--- src/rtl/complement_unit.sv ---
// Registered complement unit: one's/two's complement, absolute value or pass-through
// of one operand per cycle, with zero/neg/ovf status and a one-cycle latency.
module complement_unit #(
  parameter int WIDTH = 8
) (
  input  logic             clk,
  input  logic             rst,
  input  logic             in_valid,
  input  logic [1:0]       mode,
  input  logic [WIDTH-1:0] a,
  output logic             out_valid,
  output logic [WIDTH-1:0] b,
  output logic             zero,
  output logic             neg,
  output logic             ovf
);

  localparam logic [1:0] MODE_ONES = 2'b00;
  localparam logic [1:0] MODE_TWOS = 2'b01;
  localparam logic [1:0] MODE_ABS  = 2'b10;
  localparam logic [1:0] MODE_PASS = 2'b11;

  localparam logic [WIDTH-1:0] MOST_NEG = {1'b1, {(WIDTH-1){1'b0}}};

  logic [WIDTH-1:0] w_ones;
  logic [WIDTH-1:0] w_twos;
  logic             w_is_most_neg;
  logic [WIDTH-1:0] w_result;
  logic             w_ovf;

  logic             r_valid;
  logic [WIDTH-1:0] r_b;
  logic             r_zero;
  logic             r_neg;
  logic             r_ovf;

  assign w_ones        = ~a;
  assign w_twos        = w_ones + {{(WIDTH-1){1'b0}}, 1'b1};
  // Negating the most-negative value wraps back onto itself; that is the only overflow case.
  assign w_is_most_neg = (a == MOST_NEG);

  always_comb begin
    w_result = w_ones;
    w_ovf    = 1'b0;
    case (mode)
      MODE_ONES: begin
        w_result = w_ones;
        w_ovf    = 1'b0;
      end
      MODE_TWOS: begin
        w_result = w_twos;
        w_ovf    = w_is_most_neg;
      end
      MODE_ABS: begin
        w_result = a[WIDTH-1] ? w_twos : a;
        w_ovf    = w_is_most_neg;
      end
      MODE_PASS: begin
        w_result = a;
        w_ovf    = 1'b0;
      end
      default: begin
        w_result = w_ones;
        w_ovf    = 1'b0;
      end
    endcase
  end

  // Flags are derived from the new result so they always describe the registered b.
  always_ff @(posedge clk) begin
    if (rst) begin
      r_valid <= 1'b0;
      r_b     <= '0;
      r_zero  <= 1'b0;
      r_neg   <= 1'b0;
      r_ovf   <= 1'b0;
    end else begin
      r_valid <= in_valid;
      if (in_valid) begin
        r_b    <= w_result;
        r_zero <= (w_result == '0);
        r_neg  <= w_result[WIDTH-1];
        r_ovf  <= w_ovf;
      end
    end
  end

  assign out_valid = r_valid;
  assign b         = r_b;
  assign zero      = r_zero;
  assign neg       = r_neg;
  assign ovf       = r_ovf;

endmodule

--- config.mk ---
export PLATFORM = sky130hd
export DESIGN_NAME = complement_unit
export DESIGN_NICKNAME = d
export VERILOG_FILES = /design/src/rtl/complement_unit.sv
export SDC_FILE = /design/constraint.sdc
export NUM_CORES = 1
export LEC_CHECK = 0
export ABC_AREA = 0
export CAP_MARGIN = 20
export CORE_MARGIN = 2
export CORE_UTILIZATION = 40
export CTS_CLUSTER_DIAMETER = 30
export DETAILED_ROUTE_END_ITERATION = 6
export PLACE_DENSITY = 0.82
export SLEW_MARGIN = 10
export SYNTH_ARGS = -nofsm -noshare
export SYNTH_HDL_FRONTEND = slang
export SYNTH_SLANG_ARGS = --single-unit
--- constraint.sdc ---
create_clock -name clk -period 1.7 [get_ports clk]
set_input_delay 0.255 -clock clk [delete_from_list [all_inputs] [get_ports clk]]
set_output_delay 0.255 -clock clk [all_outputs]
set_load 0.01 [all_outputs]
## After elaboration in Yosys (flattened, before gate mapping)

Index checks and enable logic that the tools add are counted.

| storage, ports and cells | value |
|---|---|
| memories kept | 0 |
| bits in read-only memories | 0 |
| bits in latches | 0 |
| register bits after elaboration | 12 |
| output and inout bits | 12 |
| input port bits | 13 |
| RAM bits | 0 |
| word-level logic and storage cells | 18 |

| operators by class | value |
|---|---|
| div/mod/pow operators | 0 |
| $add $sub $neg | 1 |
| eq/ne operators | 4 |
| shift-type cells | 0 |
| $lt $le $gt $ge | 0 |
| multipliers | 0 |
| bitwise logic cells | 1 |
| reduce and logical (&&, ||, !) cells | 4 |
| mux-type cells | 3 |

Operators by type and width:

| kind | number |
|---|---|
| one-hot mux 8 bit (4 select lines) | 1 |
| adder 8 x 1 -> 8 bit (second input constant) | 1 |
| == test 8 bit (second input constant) | 1 |
| zero test 8 bit | 1 |
| two-way mux 8 bit | 1 |
| NOT 8 bit | 1 |
| == test 2 bit (second input constant) | 2 |
| OR reduction 2 bit | 2 |
| == test 2 x 1 -> 1 bit (second input constant) | 1 |
| zero test 2 bit | 1 |
| one-hot mux 1 bit (2 select lines) | 1 |

## Longest topological paths before layout

Gate-level depths: netlist (run 1).

| depth | value |
|---|---|
| depth after elaboration | 5 |
| gate-level depth with buffers | 9 |
| depth with buffers taken out | 9 |

## Worst setup path after synthesis (run 1)

Ideal clock, no wire load.

| timing | value |
|---|---|
| path kind | input port to flip-flop |
| start | in a[1] |
| end | reg r_zero (netlist: zero) |
| arrival time | 1.665 ns |
| slack | -0.024 ns |
| setup time | 0.059 ns |
| cell stages on the path | 9 |
| data required time | 1.641 ns |
| path through | nor4_1 -> nand2_1 -> nor2_1 -> ha_1 -> inv_1 -> a222oi_1 -> mux2i_1 -> nor4_1 -> a31o_1 |

| on the way | value |
|---|---|
| word-level cells in the longest chain between the ends | 5 |

RTL lines:

| element | line | RTL |
|---|---|---|
| from (decl) | 10 | `input logic [WIDTH-1:0] a,` |
| NOT 8 bit | 37 | `assign w_ones = ~a;` |
| adder 8 x 1 -> 8 bit | 38 | `assign w_twos = w_ones + {{(WIDTH-1){1'b0}}, 1'b1};` |
| two-way mux 8 bit | 55 | `w_result = a[WIDTH-1] ? w_twos : a;` |
| one-hot mux 8 bit (4 select lines) (*) | 45 | `case (mode)` |
| zero test 8 bit (*) | 81 | `r_zero <= (w_result == '0);` |
| to (signal assigned) | 81 |  |
| to (decl) | 33 | `logic r_zero;` |

Mark *: on every way between the ends. The rest lies on a longest branch, timed or not.
A chain may end at the register's enable or synchronous reset.

## Worst setup path after layout (run 1)

| timing | value |
|---|---|
| start | in mode[0] |
| end | reg r_zero (netlist: zero) |

| on the way | value |
|---|---|
| word-level cells in the longest chain between the ends | 3 |

RTL lines:

| element | line | RTL |
|---|---|---|
| from (decl) | 9 | `input logic [1:0] mode,` |
| == test 2 bit, or another cell as far along | 45 |  |
| one-hot mux 8 bit (4 select lines) (*) | 45 |  |
| zero test 8 bit (*) | 81 |  |

Marks and branches as above.

==> impl_results.html, run 1 <==
<table>
<tr><th>Metric</th><th>Value</th></tr>
<tr><th colspan="2">Outcome</th></tr>
<tr><td>Status</td><td>finished with violations</td></tr>
<tr><td>Violated checks</td><td>setup timing</td></tr>
<tr><th colspan="2">Critical path</th></tr>
<tr><td>Register-to-register setup slack</td><td>0.99 ns</td></tr>
<tr><td>Startpoint of the worst register-to-register path</td><td>zero</td></tr>
<tr><td>Crit path max fanout</td><td>5</td></tr>
<tr><td>Worst-case reg-to-reg path depth</td><td>2</td></tr>
<tr><td>Worst path arrival time</td><td>1.97 ns</td></tr>
<tr><td>Number of logic stages on the critical path including buffering</td><td>8</td></tr>
<tr><td>Number of buffer and inverter stages on the critical path</td><td>2</td></tr>
<tr><td>Critical Path Sink Type</td><td>register</td></tr>
<tr><td>End of the worst register-to-register path</td><td>zero</td></tr>
<tr><td>Critical-path cell list</td><td>dlygate4sd2_1 -&gt; buf_4 -&gt; ha_1 -&gt; or3_4 -&gt; o311ai_1 -&gt; a21oi_1 -&gt; nor4b_2 -&gt; a31o_1</td></tr>
<tr><td>Worst setup path endpoint</td><td>zero</td></tr>
<tr><td>Worst setup path class</td><td>in2reg</td></tr>
<tr><td>Slowest CP cell</td><td>sky130_fd_sc_hd__or3_4</td></tr>
<tr><td>Worst EP required</td><td>1.92 ns</td></tr>
<tr><td>Peak per-stage delay on the critical path</td><td>0.41 ns</td></tr>
<tr><td>Sort of element at the start of the critical path</td><td>input port</td></tr>
<tr><td>Launch point of the worst path</td><td>mode[0]</td></tr>
<tr><td>Delay-heaviest family, CP</td><td>simple AND/OR/NAND/NOR gates</td></tr>
<tr><th colspan="2">Clocking</th></tr>
<tr><td>CTS tree</td><td>yes</td></tr>
<tr><td>Buffers from clock root to sink, at most</td><td>2</td></tr>
<tr><td>Cell at the root of the clock tree</td><td>sky130_fd_sc_hd__clkbuf_4</td></tr>
<tr><td>Clock-pin slew on the worst setup and hold paths</td><td>0.07 ns</td></tr>
<tr><td>Clock latency on the worst-skew pair</td><td>0.26 ns</td></tr>
<tr><td>Clock sinks</td><td>11</td></tr>
<tr><td>Num CTS Buffers</td><td>3</td></tr>
<tr><td>Depth of the CTS H-tree</td><td>1</td></tr>
<tr><th colspan="2">STA</th></tr>
<tr><td>Period minus WS final</td><td>1.76 ns</td></tr>
<tr><td>Number of hold violations in the final report</td><td>0</td></tr>
<tr><td>Slew at the pin closest to its max-slew limit</td><td>0.406 ns</td></tr>
<tr><td>Fraction of the cycle the final worst path needs</td><td>1.03</td></tr>
<tr><td>Slew Limit Headroom</td><td>0.729</td></tr>
<tr><td>Fmax</td><td>569 MHz</td></tr>
<tr><td>Unrepaired setup endpoints after global routing</td><td>yes</td></tr>
<tr><td>Number of endpoints failing setup at the final stage</td><td>1</td></tr>
<tr><td>Least setup slack across all paths after layout</td><td>-0.0582 ns</td></tr>
<tr><td>Final Skew</td><td>0 ns</td></tr>
<tr><td>Number of max-slew violations in the final report</td><td>0</td></tr>
<tr><th colspan="2">Drt</th></tr>
<tr><td>Vias after detailed routing</td><td>929</td></tr>
<tr><td>Post-detailed-route DRC marker count</td><td>0</td></tr>
<tr><td>Post-detailed-routing wire length</td><td>2.35 mm</td></tr>
<tr><td>Number of detailed-route iterations in the first pass</td><td>4</td></tr>
<tr><td>Average via count per standard cell</td><td>5.43</td></tr>
<tr><td>Detailed router's first-iteration violation count</td><td>11</td></tr>
<tr><td>Detail Route Antenna Nets</td><td>0</td></tr>
<tr><td>Wire length per cell after detailed routing</td><td>13.7 um</td></tr>
<tr><th colspan="2">Floorplanning</th></tr>
<tr><td>Placeable core region</td><td>1920 um2</td></tr>
<tr><td>Num rows</td><td>16</td></tr>
<tr><td>Initial cell density of the core</td><td>0.413</td></tr>
<tr><td>Floorplan die width</td><td>48.5 um</td></tr>
<tr><td>Vertical die dimension</td><td>48.5 um</td></tr>
<tr><td>Top-level port count</td><td>25</td></tr>
<tr><td>DIE AREA</td><td>2360 um2</td></tr>
<tr><th colspan="2">Global route</th></tr>
<tr><td>Global-route usage over all layers</td><td>0.205</td></tr>
<tr><td>Number of global-route vias before repair</td><td>896</td></tr>
<tr><td>Antenna violations before repair</td><td>0</td></tr>
<tr><td>Overflow left after global routing</td><td>0</td></tr>
<tr><td>Largest net degree at the start of global routing</td><td>14</td></tr>
<tr><td>First-pass GRT wire length</td><td>3.83 mm</td></tr>
<tr><th colspan="2">Layout</th></tr>
<tr><td>Area of the multi-input gates</td><td>584 um2</td></tr>
<tr><td>Fraction of layout instances using a drive strength above 1</td><td>0.347</td></tr>
<tr><td>Net count reported at finish</td><td>164</td></tr>
<tr><td>Diode count</td><td>0</td></tr>
<tr><td>Area grow syn2layout</td><td>66.7%</td></tr>
<tr><td>Share of the core filled with cells in the final layout</td><td>0.688</td></tr>
<tr><td>Leading cell type in the layout, fill and taps excluded</td><td>sky130_fd_sc_hd__buf_4</td></tr>
<tr><td>Highest-count cells in the layout ignoring fill and taps</td><td>25 x sky130_fd_sc_hd__buf_4, 14 x sky130_fd_sc_hd__clkdlybuf4s50_1, 11 x sky130_fd_sc_hd__dfxtp_1</td></tr>
<tr><td>Number of filler instances in the final layout</td><td>165</td></tr>
<tr><td>Register area</td><td>220 um2</td></tr>
<tr><th colspan="2">Synthesis</th></tr>
<tr><td>Average cell area after synthesis</td><td>8.35 um2</td></tr>
<tr><td>Post-Synthesis Cell Area</td><td>793 um2</td></tr>
<tr><td>Number of instances in the synthesized netlist</td><td>95</td></tr>
<tr><td>Number of flip-flops and latches in the synthesized netlist</td><td>11</td></tr>
<tr><td>Synthesized Nets</td><td>114</td></tr>
<tr><td>Distinct cells, synth</td><td>36</td></tr>
<tr><td>Synthesis Warnings</td><td>0</td></tr>
<tr><td>Post-synthesis sequential area ratio</td><td>0.278</td></tr>
<tr><th colspan="2">Placed design</th></tr>
<tr><td>Post-detail-place hpwl</td><td>1.76 mm</td></tr>
<tr><td>Worst slack at placement</td><td>-0.767 ns</td></tr>
<tr><td>Placer congestion estimate</td><td>0.796</td></tr>
<tr><td>Count of port buffers added during placement</td><td>24</td></tr>
<tr><th colspan="2">Min path</th></tr>
<tr><td>Hold crit path type</td><td>reg2reg</td></tr>
<tr><td>Number of cells on the worst hold path</td><td>2</td></tr>
<tr><th colspan="2">Power</th></tr>
<tr><td>Ratio of total power to cell area</td><td>556 nW/um2</td></tr>
<tr><td>Total leakage power</td><td>0.575 nW</td></tr>
<tr><td>Maximum vdd drop</td><td>0.655 mV</td></tr>
<tr><th colspan="2">Flow run</th></tr>
<tr><td>Total of max-cap violations</td><td>0</td></tr>
</table>
[Yosys cell counts]
cell	count	area share
sky130_fd_sc_hd__o311ai_0	1	0.011
sky130_fd_sc_hd__nor2_1	11	0.052
sky130_fd_sc_hd__buf_6	1	0.014
sky130_fd_sc_hd__mux2i_1	7	0.088
sky130_fd_sc_hd__nor4b_2	1	0.019
sky130_fd_sc_hd__o311ai_1	2	0.022
sky130_fd_sc_hd__ha_1	6	0.095
sky130_fd_sc_hd__nor2b_1	2	0.016
sky130_fd_sc_hd__a31o_1	1	0.011
sky130_fd_sc_hd__a211oi_1	4	0.038
sky130_fd_sc_hd__nor3_1	3	0.019
sky130_fd_sc_hd__or3_1	1	0.0079
sky130_fd_sc_hd__clkinv_1	1	0.0047
sky130_fd_sc_hd__buf_4	1	0.0095
sky130_fd_sc_hd__clkbuf_1	1	0.0047
sky130_fd_sc_hd__a222oi_1	1	0.013
sky130_fd_sc_hd__or3_4	1	0.014
sky130_fd_sc_hd__a21o_1	1	0.0095
sky130_fd_sc_hd__o21ai_0	3	0.019
sky130_fd_sc_hd__nor4_1	2	0.016
sky130_fd_sc_hd__a311oi_1	1	0.011
sky130_fd_sc_hd__a211oi_2	1	0.016
sky130_fd_sc_hd__a2111oi_0	1	0.011
sky130_fd_sc_hd__nand2_1	2	0.0095
sky130_fd_sc_hd__or3b_1	1	0.011
sky130_fd_sc_hd__a31oi_1	2	0.016
sky130_fd_sc_hd__nand3_1	1	0.0063
sky130_fd_sc_hd__a21oi_1	7	0.044
sky130_fd_sc_hd__nor3b_1	2	0.019
sky130_fd_sc_hd__buf_1	1	0.0047
sky130_fd_sc_hd__and4_1	1	0.011
sky130_fd_sc_hd__o31ai_1	1	0.0095
sky130_fd_sc_hd__dfxtp_1	11	0.28
sky130_fd_sc_hd__nand3b_1	1	0.0095
sky130_fd_sc_hd__inv_1	8	0.038
sky130_fd_sc_hd__nand2b_1	3	0.024
[cell type report]
class | count | share of cell area
clock buffer | 4 | 0.0199
inverter | 9 | 0.0284
multi-input combinational | 71 | 0.442
sequential | 11 | 0.167
tap | 27 | 0.0255
timing repair buffer | 49 | 0.318
[power breakdown]
part,switching (W),internal [W],total (W)
sequential,0.00000768,0.000272,0.000280
clock,0.0000864,0.0000908,0.000177
combinational,0.000128,0.000149,0.000278
[metal layers]
metal / global-route usage / vias to the layer above / wire length [um]
met2: 0.384 / 37 / 1210
met4: 0.0333 / 0 / 27
met5: 0 / - / 0
met1: 0.227 / 440 / 975
li1: - / 448 / -
met3: 0.0710 / 4 / 140
[how the worst min path moves through the flow]
| stage | startpoint | slack, ns | endpoint |
|---|---|---|---|
| after floorplan | in_valid | 0.43 | ovf |
| after CTS | b[5] | 0.48 | b[5] |
| after detailed placement | ovf | 0.46 | ovf |
| after global placement | ovf | 0.46 | ovf |
| after global routing | ovf | 0.51 | ovf |
| final | b[5] | 0.47 | b[5] |
[state kept, by name, indices dropped and copies added, names as in the netlist]
| name | count |
|---|---|
| zero | 1 |
| out_valid | 1 |
| ovf | 1 |
| b | 8 |
[cell families after synthesis]
group	synth area share
and+or+nand+nor	0.233
AOI/OAI and AO/OA	0.230
buffers and inverters	0.0757
DFF	0.278
muxes	0.0883
adders and majority gates	0.0946
[timing repair]
item / 4_1_cts / 5_1_grt
endpoints found under the setup margin: 9 / 7
setup buffers: 1 / 0
gates resized for setup: 30 / 14
endpoints found under the hold margin: 0 / 0
hold buffers: 0 / 0
gates cloned: 0 / 0
pin swaps: 11 / 11
[worst min-delay path: cells and delay by family (launching register included)]
kind            cells  cell delay (ns)
flops               1             0.31
simple gates        1             0.06
compound gates      1             0.06
[stage by stage]
step           setup TNS, ns  hold slack [ns]  cell area [um2]  instances  power (W)
2_1_floorplan              0            0.432              800         95   0.000398
3_3_place_gp           -3.82            0.462             1230        166   0.000531
3_5_place_dp           -4.67            0.460             1230        166   0.000540
4_1_cts               -0.118            0.482             1260        171   0.000720
5_1_grt               -0.296            0.506             1320        171   0.000785
6_report             -0.0582            0.474             1320        171   0.000735
Power figures use the tool's default switching activity.
==> inputs of run 2 (changes only) <==
CORE_MARGIN = 5   (was 2)
==> run 2 against run 1 <==
  * The run now ends clean
  * Cell area rose by 7.6%
  * Global-route usage down 0.44 points
  * Worst setup slack improved by 0.076 ns
  * Sequential cell count is the same
  * Core utilization rose by 5.2 points
  * Via count increased by 7.0%
  * Non-clock buffer count up 5
  * Sequential power about the same
  * Combinational power grew 15%
  * Final cell count rose by 2.9%
  * Largest cell class unchanged
==> impl_results.html, run 2 (synthesis results as in run 1) <==
<table>
<tr><th>Metric</th><th>Value</th></tr>
<tr><th colspan="2">Outcome</th></tr>
<tr><td>Status</td><td>complete, no violations</td></tr>
<tr><th colspan="2">Clocking</th></tr>
<tr><td>CTS tree</td><td>yes</td></tr>
<tr><td>Num CTS Buffers</td><td>3</td></tr>
<tr><td>Buffers from clock root to sink, at most</td><td>2</td></tr>
<tr><td>Depth of the CTS H-tree</td><td>1</td></tr>
<tr><td>Clock-pin slew on the worst setup and hold paths</td><td>0.06 ns</td></tr>
<tr><td>Clock sinks</td><td>11</td></tr>
<tr><td>Cell at the root of the clock tree</td><td>sky130_fd_sc_hd__clkbuf_4</td></tr>
<tr><td>Clock latency on the worst-skew pair</td><td>0.27 ns</td></tr>
<tr><th colspan="2">Drt</th></tr>
<tr><td>Post-detailed-routing wire length</td><td>2.97 mm</td></tr>
<tr><td>Detailed router's first-iteration violation count</td><td>35</td></tr>
<tr><td>Post-detailed-route DRC marker count</td><td>0</td></tr>
<tr><td>Average via count per standard cell</td><td>5.65</td></tr>
<tr><td>Vias after detailed routing</td><td>994</td></tr>
<tr><td>Wire length per cell after detailed routing</td><td>16.8 um</td></tr>
<tr><td>Detail Route Antenna Nets</td><td>0</td></tr>
<tr><td>Number of detailed-route iterations in the first pass</td><td>4</td></tr>
<tr><th colspan="2">STA</th></tr>
<tr><td>Slew at the pin closest to its max-slew limit</td><td>0.339 ns</td></tr>
<tr><td>Final Skew</td><td>0 ns</td></tr>
<tr><td>Number of endpoints failing setup at the final stage</td><td>0</td></tr>
<tr><td>Number of max-slew violations in the final report</td><td>0</td></tr>
<tr><td>Number of hold violations in the final report</td><td>0</td></tr>
<tr><td>Unrepaired setup endpoints after global routing</td><td>yes</td></tr>
<tr><td>Slew Limit Headroom</td><td>0.772</td></tr>
<tr><td>TNS Setup</td><td>0 ns</td></tr>
<tr><td>Fraction of the cycle the final worst path needs</td><td>0.989</td></tr>
<tr><td>Fmax</td><td>595 MHz</td></tr>
<tr><td>Least setup slack across all paths after layout</td><td>0.0181 ns</td></tr>
<tr><td>Period minus WS final</td><td>1.68 ns</td></tr>
<tr><th colspan="2">Layout</th></tr>
<tr><td>Leading cell type in the layout, fill and taps excluded</td><td>sky130_fd_sc_hd__buf_4</td></tr>
<tr><td>Area grow syn2layout</td><td>79.3%</td></tr>
<tr><td>Number of filler instances in the final layout</td><td>132</td></tr>
<tr><td>Net count reported at finish</td><td>169</td></tr>
<tr><td>Highest-count cells in the layout ignoring fill and taps</td><td>30 x sky130_fd_sc_hd__buf_4, 14 x sky130_fd_sc_hd__clkdlybuf4s50_1, 11 x sky130_fd_sc_hd__dfxtp_1</td></tr>
<tr><td>Fraction of layout instances using a drive strength above 1</td><td>0.423</td></tr>
<tr><td>Number of flip-flops under the largest register name</td><td>8</td></tr>
<tr><td>Diode count</td><td>0</td></tr>
<tr><th colspan="2">Min path</th></tr>
<tr><td>Critical hold path startpoint</td><td>ovf</td></tr>
<tr><td>Hold crit path type</td><td>reg2reg</td></tr>
<tr><th colspan="2">Placed design</th></tr>
<tr><td>Count of port buffers added during placement</td><td>24</td></tr>
<tr><td>Post-detail-place hpwl</td><td>1.89 mm</td></tr>
<tr><td>Worst slack at placement</td><td>-0.710 ns</td></tr>
<tr><td>Placer congestion estimate</td><td>0.843</td></tr>
<tr><th colspan="2">Critical path</th></tr>
<tr><td>Critical-path cell list</td><td>buf_2 -&gt; inv_1 -&gt; ha_2 -&gt; or3b_4 -&gt; a211oi_2 -&gt; a21oi_2 -&gt; nor4_2 -&gt; a31o_1</td></tr>
<tr><td>Worst setup path class</td><td>in2reg</td></tr>
<tr><td>Worst path arrival time</td><td>1.90 ns</td></tr>
<tr><td>Critical Path Sink Type</td><td>register</td></tr>
<tr><td>Crit path max fanout</td><td>4</td></tr>
<tr><td>Slowest CP cell</td><td>sky130_fd_sc_hd__or3b_4</td></tr>
<tr><td>Startpoint of the worst register-to-register path</td><td>zero</td></tr>
<tr><td>Launch point of the worst path</td><td>a[1]</td></tr>
<tr><td>Peak per-stage delay on the critical path</td><td>0.41 ns</td></tr>
<tr><td>Worst EP required</td><td>1.92 ns</td></tr>
<tr><td>Sort of element at the start of the critical path</td><td>input port</td></tr>
<tr><th colspan="2">Floorplanning</th></tr>
<tr><td>Placeable core region</td><td>1920 um2</td></tr>
<tr><td>DIE AREA</td><td>2970 um2</td></tr>
<tr><td>Top-level port count</td><td>25</td></tr>
<tr><td>Num rows</td><td>16</td></tr>
<tr><td>Floorplan die width</td><td>54.5 um</td></tr>
<tr><td>Initial cell density of the core</td><td>0.413</td></tr>
<tr><td>Vertical die dimension</td><td>54.5 um</td></tr>
<tr><th colspan="2">Global route</th></tr>
<tr><td>Most utilized layer in the global route result</td><td>met2</td></tr>
<tr><td>Fraction of met2 tracks used by global routing</td><td>0.394</td></tr>
<tr><td>Global-route usage over all layers</td><td>0.201</td></tr>
<tr><td>Antenna violations before repair</td><td>0</td></tr>
<tr><td>First-pass GRT wire length</td><td>4.33 mm</td></tr>
<tr><td>Met1 Resource Use GR</td><td>0.194</td></tr>
<tr><td>Overflow left after global routing</td><td>0</td></tr>
<tr><td>Number of global-route vias before repair</td><td>999</td></tr>
<tr><td>M3 GR Usage</td><td>0.0572</td></tr>
<tr><td>Largest net degree at the start of global routing</td><td>14</td></tr>
<tr><th colspan="2">Power</th></tr>
<tr><td>Ratio of total power to cell area</td><td>547 nW/um2</td></tr>
<tr><td>Final Power</td><td>0.000779 W</td></tr>
<tr><td>Total leakage power</td><td>0.599 nW</td></tr>
<tr><td>Maximum vdd drop</td><td>0.442 mV</td></tr>
<tr><th colspan="2">Flow run</th></tr>
<tr><td>Total of max-cap violations</td><td>0</td></tr>
</table>
run 2: cell types whose count changed in the layout (fill, tap and decap cells not counted), sizes merged:
cell	delta
buf	+5
clkbuf	+2
clkinv	+1
clkinvlp	-1
dlygate4sd2	-1
dlymetal6s2s	-1
run 2: per-layer routing:
layer	up-vias	routed length [um]
met5	-	0
met4	0	120
met3	17	165
met2	43	1570
met1	478	1100
li1	456	-
run 2: worst max-delay path: cells and delay by family:
family	cells	cell delay, ns
buffers and inverters	2	0.25
AOI/OAI and AO/OA	3	0.48
adders and majority gates	1	0.22
and+or+nand+nor	2	0.69
run 2: worst paths after layout:
kind / end / cells past startpoint / slack [ns]
worst max-delay path: zero / 8 / 0.02
worst min-delay path: ovf / 2 / 0.47
worst max register to register: zero / 2 / 0.96
worst min register to register: ovf / 2 / 0.47
run 2: through the flow:
| stage | area (um2) | hold WS (ns) | std cells | utilization |
|---|---|---|---|---|
| floorplan | 800 | 0.432 | 95 | - |
| global placement | 1240 | 0.463 | 168 | 0.646 |
| detailed placement | 1240 | 0.462 | 168 | 0.646 |
| CTS | 1390 | 0.479 | 176 | 0.721 |
| global route | 1420 | 0.490 | 176 | 0.740 |
| finish | 1420 | 0.473 | 176 | 0.740 |
run 2: where the power goes:
part | total [W] | switching, W | internal (W)
Clock | 0.000179 | 0.0000882 | 0.0000911
Sequential | 0.000280 | 0.00000772 | 0.000273
Combinational | 0.000319 | 0.000152 | 0.000167
run 2: timing repair:
action	CTS	global route
setup buffers	4	0
setup endpoints to repair	9	7
hold buffers	0	0
gates resized for setup	47	13
pin swaps	13	13
run 2: cell type report:
| class | count | area [um2] | area share |
|---|---|---|---|
| well taps | 27 | 33.8 | 0.0237 |
| inverters | 9 | 35.0 | 0.0246 |
| flip-flops and latches | 11 | 220 | 0.155 |
| clock buffers | 4 | 26.3 | 0.0185 |
| multi-input cells | 71 | 657 | 0.462 |
| repair buffers | 54 | 450 | 0.317 |
==> inputs of run 3 (changes only) <==
CTS_BUF_LIST = sky130_fd_sc_hd__clkbuf_8 sky130_fd_sc_hd__clkbuf_16   (was default)
==> run 3 against run 2 <==
  * The run now ends with setup timing left
  * Non-clock buffer count is 1 higher
  * Die area unchanged
  * Count of clock-buffer cells in the layout down 1
  * Critical path depth grew 2
  * Via count increased by 3.5%
  * Clock power up 49%
  * First-iteration DRC count grew 8.6%
  * Fmax is 4.4% lower
  * Cell area rose by 3.4%
  * Global-route usage is 0.51 points higher
  * Wire length up 12%
  * Largest cell class unchanged
  * Highest routed layer unchanged
==> impl_results.html, run 3 (synthesis results as in run 1) <==
<table>
<tr><th>Metric</th><th>Value</th></tr>
<tr><th colspan="2">STA</th></tr>
<tr><td>Slew Limit Headroom</td><td>0.763</td></tr>
<tr><td>Number of hold violations in the final report</td><td>0</td></tr>
<tr><td>Number of endpoints failing setup at the final stage</td><td>2</td></tr>
<tr><td>Least setup slack across all paths after layout</td><td>-0.0600 ns</td></tr>
<tr><td>Final Skew</td><td>0 ns</td></tr>
<tr><td>Slew at the pin closest to its max-slew limit</td><td>0.352 ns</td></tr>
<tr><td>Period minus WS final</td><td>1.76 ns</td></tr>
<tr><td>Fraction of the cycle the final worst path needs</td><td>1.04</td></tr>
<tr><td>Fmax</td><td>568 MHz</td></tr>
<tr><td>Worst hold margin</td><td>0.468 ns</td></tr>
<tr><td>Number of max-slew violations in the final report</td><td>0</td></tr>
<tr><td>Unrepaired setup endpoints after global routing</td><td>yes</td></tr>
<tr><th colspan="2">Flow run</th></tr>
<tr><td>Total of max-cap violations</td><td>0</td></tr>
<tr><th colspan="2">Critical path</th></tr>
<tr><td>Worst EP required</td><td>1.89 ns</td></tr>
<tr><td>Critical-path cell list</td><td>buf_8 -&gt; nor4_4 -&gt; nand2_1 -&gt; nor2_1 -&gt; ha_1 -&gt; inv_1 -&gt; a222oi_1 -&gt; mux2i_1 -&gt; nor4_2 -&gt; a31o_1</td></tr>
<tr><td>Crit path max fanout</td><td>3</td></tr>
<tr><td>Worst setup path class</td><td>in2reg</td></tr>
<tr><td>Slowest CP cell</td><td>sky130_fd_sc_hd__nor4_4</td></tr>
<tr><td>Peak per-stage delay on the critical path</td><td>0.31 ns</td></tr>
<tr><td>Delay-heaviest family, CP</td><td>simple AND/OR/NAND/NOR gates</td></tr>
<tr><td>Sort of element at the start of the critical path</td><td>input port</td></tr>
<tr><td>Worst path arrival time</td><td>1.95 ns</td></tr>
<tr><td>Number of buffer and inverter stages on the critical path</td><td>2</td></tr>
<tr><td>Critical Path Sink Type</td><td>register</td></tr>
<tr><th colspan="2">Layout</th></tr>
<tr><td>Area grow syn2layout</td><td>85.5%</td></tr>
<tr><td>Net count reported at finish</td><td>170</td></tr>
<tr><td>Highest-count cells in the layout ignoring fill and taps</td><td>29 x sky130_fd_sc_hd__buf_4, 14 x sky130_fd_sc_hd__clkdlybuf4s50_1, 11 x sky130_fd_sc_hd__dfxtp_1</td></tr>
<tr><td>Count of placed standard cells in the final layout, fillers left out</td><td>177</td></tr>
<tr><td>Number of flip-flops under the largest register name</td><td>8</td></tr>
<tr><td>Fraction of layout instances using a drive strength above 1</td><td>0.440</td></tr>
<tr><td>Design area</td><td>1470 um2</td></tr>
<tr><td>Leading cell type in the layout, fill and taps excluded</td><td>sky130_fd_sc_hd__buf_4</td></tr>
<tr><td>Diode count</td><td>0</td></tr>
<tr><td>Share of the core filled with cells in the final layout</td><td>0.766</td></tr>
<tr><th colspan="2">Placed design</th></tr>
<tr><td>Count of port buffers added during placement</td><td>24</td></tr>
<tr><td>Placer congestion estimate</td><td>0.843</td></tr>
<tr><td>Post-detail-place hpwl</td><td>1.89 mm</td></tr>
<tr><td>Cell count after placement</td><td>168</td></tr>
<tr><td>Placed instance area</td><td>1240 um2</td></tr>
<tr><th colspan="2">Floorplanning</th></tr>
<tr><td>Top-level port count</td><td>25</td></tr>
<tr><td>Vertical die dimension</td><td>54.5 um</td></tr>
<tr><td>Num rows</td><td>16</td></tr>
<tr><td>Placeable core region</td><td>1920 um2</td></tr>
<tr><td>Floorplan die width</td><td>54.5 um</td></tr>
<tr><td>Initial cell density of the core</td><td>0.413</td></tr>
<tr><td>DIE AREA</td><td>2970 um2</td></tr>
<tr><th colspan="2">Drt</th></tr>
<tr><td>Wire length per cell after detailed routing</td><td>18.7 um</td></tr>
<tr><td>Detail Route Antenna Nets</td><td>0</td></tr>
<tr><td>Detailed router's first-iteration violation count</td><td>38</td></tr>
<tr><td>Post-detailed-routing wire length</td><td>3.31 mm</td></tr>
<tr><td>Post-detailed-route DRC marker count</td><td>0</td></tr>
<tr><td>Average via count per standard cell</td><td>5.81</td></tr>
<tr><td>Number of detailed-route iterations in the first pass</td><td>4</td></tr>
<tr><td>Vias after detailed routing</td><td>1029</td></tr>
<tr><th colspan="2">Outcome</th></tr>
<tr><td>Violated checks</td><td>setup timing</td></tr>
<tr><td>Status</td><td>finished with violations</td></tr>
<tr><th colspan="2">Global route</th></tr>
<tr><td>Largest net degree at the start of global routing</td><td>14</td></tr>
<tr><td>Antenna violations before repair</td><td>0</td></tr>
<tr><td>Fraction of met2 tracks used by global routing</td><td>0.414</td></tr>
<tr><td>Global-route usage over all layers</td><td>0.206</td></tr>
<tr><td>First-pass GRT wire length</td><td>4.39 mm</td></tr>
<tr><td>Most utilized layer in the global route result</td><td>met2</td></tr>
<tr><td>Overflow left after global routing</td><td>0</td></tr>
<tr><td>M3 GR Usage</td><td>0.0545</td></tr>
<tr><td>Number of global-route vias before repair</td><td>1003</td></tr>
<tr><td>Met1 Resource Use GR</td><td>0.202</td></tr>
<tr><th colspan="2">Min path</th></tr>
<tr><td>Hold crit path type</td><td>reg2reg</td></tr>
<tr><th colspan="2">Clocking</th></tr>
<tr><td>Clock sinks</td><td>11</td></tr>
<tr><td>Num CTS Buffers</td><td>3</td></tr>
<tr><td>Post-cts hold buffer count</td><td>0</td></tr>
<tr><td>Clock-pin slew on the worst setup and hold paths</td><td>0.05 ns</td></tr>
<tr><td>CTS tree</td><td>yes</td></tr>
<tr><td>Buffers from clock root to sink, at most</td><td>2</td></tr>
<tr><td>Depth of the CTS H-tree</td><td>1</td></tr>
<tr><td>Cell at the root of the clock tree</td><td>sky130_fd_sc_hd__clkbuf_8</td></tr>
<tr><td>Clock latency on the worst-skew pair</td><td>0.25 ns</td></tr>
<tr><th colspan="2">Power</th></tr>
<tr><td>Ratio of total power to cell area</td><td>599 nW/um2</td></tr>
<tr><td>Total leakage power</td><td>0.618 nW</td></tr>
<tr><td>Final Power</td><td>0.000881 W</td></tr>
<tr><td>Maximum vdd drop</td><td>0.716 mV</td></tr>
</table>
## run 3: layer usage
layer / routed length, um / up-vias / part of all wire
met1: 1270 / 509 / 0.38
met2: 1790 / 49 / 0.54
met4: 90 / 0 / 0.027
met3: 163 / 12 / 0.049
li1: - / 459 / -
met5: 0 / - / 0
## run 3: final cells by class
type                            instances  area [um2]
Multi-Input combinational cell         71         672
Clock buffer                            3        41.3
Inverter                                9        35.0
Fill cell                             114         450
Tap cell                               27        33.8
Sequential cell                        11         220
Timing Repair Buffer                   55         465
Clock inverter                          1        3.75
## run 3: stage by stage
stage	TNS, ns	setup slack (ns)
3_5_place_dp	-4.25	-0.710
5_1_grt	-0.279	-0.142
4_1_cts	-0.0830	-0.0785
6_report	-0.0995	-0.0600
3_3_place_gp	-3.68	-0.574
2_1_floorplan	0	0.0249
## run 3: worst paths after layout
kind,cells past startpoint,slack (ns),endpoint,startpoint
setup / recovery,10,-0.06,zero,a[0]
hold / removal,2,0.47,ovf,ovf
setup reg to reg,2,0.95,zero,zero
hold reg to reg,2,0.47,ovf,ovf
## run 3: power breakdown
group | total (W) | internal [W] | switching (W)
clock | 0.000266 | 0.000159 | 0.000107
sequential | 0.000281 | 0.000273 | 0.00000755
combinational | 0.000334 | 0.000172 | 0.000162
total | 0.000881 | 0.000604 | 0.000276
## run 3: repair_timing
item	4_1_cts	5_1_grt
pin swaps	12	12
gates resized for setup	50	15
setup endpoints to repair	9	8
gates cloned	0	0
setup buffers	4	1
## run 3: worst min-delay path, cell delays in order, from the launching register on
cell and delay (ns):
sky130_fd_sc_hd__dfxtp_1 0.30, sky130_fd_sc_hd__nand2b_1 0.06, sky130_fd_sc_hd__a21oi_1 0.05
==> RTL change: new RTL, flow settings as in run 3 <==
The parameter `WIDTH` goes from 8 to 6.
--- a/src/rtl/complement_unit.sv
+++ b/src/rtl/complement_unit.sv
@@ -2,5 +2,5 @@
 // of one operand per cycle, with zero/neg/ovf status and a one-cycle latency.
 module complement_unit #(
-  parameter int WIDTH = 8
+  parameter int WIDTH = 6
 ) (
   input  logic             clk,
Interface: changed (resized a and b); port bits go from 25 to 21. No check against the original RTL was run, so the function may have changed too.
==> RTL change against run 3 <==
  * Power down 23%
  * Combinational power down 37%
  * Area after synthesis is 17% lower
  * Worst setup slack improved by 140 ps
  * Clock power fell by 9.8%
  * Wire length shrank 42%
  * Highest routed layer unchanged
  * Sequential cell count shrank 2
  * Utilization shrank 6.2 points
  * Non-clock buffer count fell by 17
  * Final area is 26% lower
==> RTL change: results (changes against run 3) <==
status: "finished, final reports clean"
clk-insertion-delay-late_ps: 230  # -20 ps
grt.met2_usage: 0.256  # -0.158
synth_compound_area_frac: 0.195  # -0.0348
largest_reg_flops: 6  # -2
grt_pass1_vias: 697  # -31%
yosysSeqAreaShare: 0.273  # -0.00436
p_leak_nw: 0.480  # -22%
critPathMaxFanout: 4  # +1
first_pass_iters: 3  # -1
dp_hpwl_um: 1470  # -22%
worstPathArrival_ps: 1730  # -220 ps
grt_usage: 0.151  # -0.0555
use_met3: 0.0592  # +0.00468
synthXorXnorAreaFrac: 0  # unchanged
synthTopCellsByArea: "dfxtp_1 (27%), ha_1 (11%), mux2i_1 (6.1%), nor2b_1 (3.8%), nor2_1 (3.4%)"
antenna_found_initial: 0  # unchanged
synthAdderAreaFrac: 0.114  # +0.0192
syn_inst: 79  # -17%
hold_path.class: "flip-flop to flip-flop"
gpl.final_weighted_congestion: 0.811  # -3.8%
use_met1: 0.158  # -0.0438
place_ws_ps: -512  # +198 ps
finalWirelength_um: 1910  # -42%
grt_first_pass_wirelength_um: 2940  # -33%
synth.distinct_cells: 35  # -2.8%
synth_nets: 96  # -16%
num-nets-final: 135  # -21%
synth_mux_area_frac: 0.0607  # -0.0276
cp_slowest_cell: "dlygate4sd2_1"
drive_above_1_share: 0.333  # -0.107
tightestPinTransition_ps: 356  # +4.41 ps
diodes: 0  # unchanged
drt_iter0_markers: 7  # -82%
grt_max_degree: 11  # -3
port_buffers: 20  # -17%
critical-path-max-stage-delay_ps: 240  # -70 ps
viasPerCell: 5.38  # -7.5%
synth_common_cells: "dfxtp_1 (9), ha_1 (6), nor2_1 (6), nand2_1 (5)"
ctsResizeCount: 18  # -64%
final_cells: 133  # -25%
postCtsSetupBuffers: 1  # -3
fillCellCount: 122  # +7.0%
ir_drop_mv: 0.537  # -25%
[RTL change: changes by cell type after synthesis, moves of 3 or more]
cell	before	now
a211oi_1	4	0
a21oi_1	7	4
nor2_1	11	6
inv_1	8	4
nand2_1	2	5
mux2i_1	7	4
[RTL change: area by class of cell]
cell class / count / area (µm²) / share of cell area
inverters: 4 / 15.0 / 0.0138
repair buffers: 38 / 327 / 0.301
well taps: 16 / 20.0 / 0.0185
clock inverters: 1 / 3.75 / 0.00346
clock buffers: 3 / 41.3 / 0.0381
multi-input cells: 62 / 498 / 0.459
flip-flops and latches: 9 / 180 / 0.166
[RTL change: worst max-delay path: cells and delay by family]
kind / cells / cell delay [ps]
buffers and inverters: 4 / 650
and+or+nand+nor: 1 / 60
AOI/OAI and AO/OA: 3 / 480
muxes: 1 / 130
adders and majority gates: 1 / 170
[RTL change: final timing paths]
path	from	endpoint	slack [ps]	depth (start not counted)
setup / recovery	mode[1]	b[3]	80	10
hold / removal	b[4]	b[4]	470	2
setup reg to reg	zero	zero	970	2
hold reg to reg	b[4]	b[4]	470	2
[RTL change: where the power goes]
group	leakage [nW]	switching [W]	internal (W)
Clock	0.0269	0.0000833	0.000157
Combinational	0.380	0.0000973	0.000113
Sequential	0.0738	0.00000572	0.000224
[RTL change: per-stage QoR]
step	instance area [µm²]	TNS (ps)	utilization	total power [W]	hold slack [ps]
floorplan	672	0	-	0.000327	433
global placement	985	-2550	0.639	0.000423	464
detailed placement	985	-2950	0.639	0.000430	472
CTS	1030	0	0.671	0.000675	481
global route	1080	-69.5	0.704	0.000720	500
finish	1080	0	0.704	0.000680	475
[RTL change: routing by layer]
metal	vias to the layer above	wire length (µm)
met3	8	108
met4	0	48
met1	325	811
met2	19	944
li1	363	-
met5	-	0
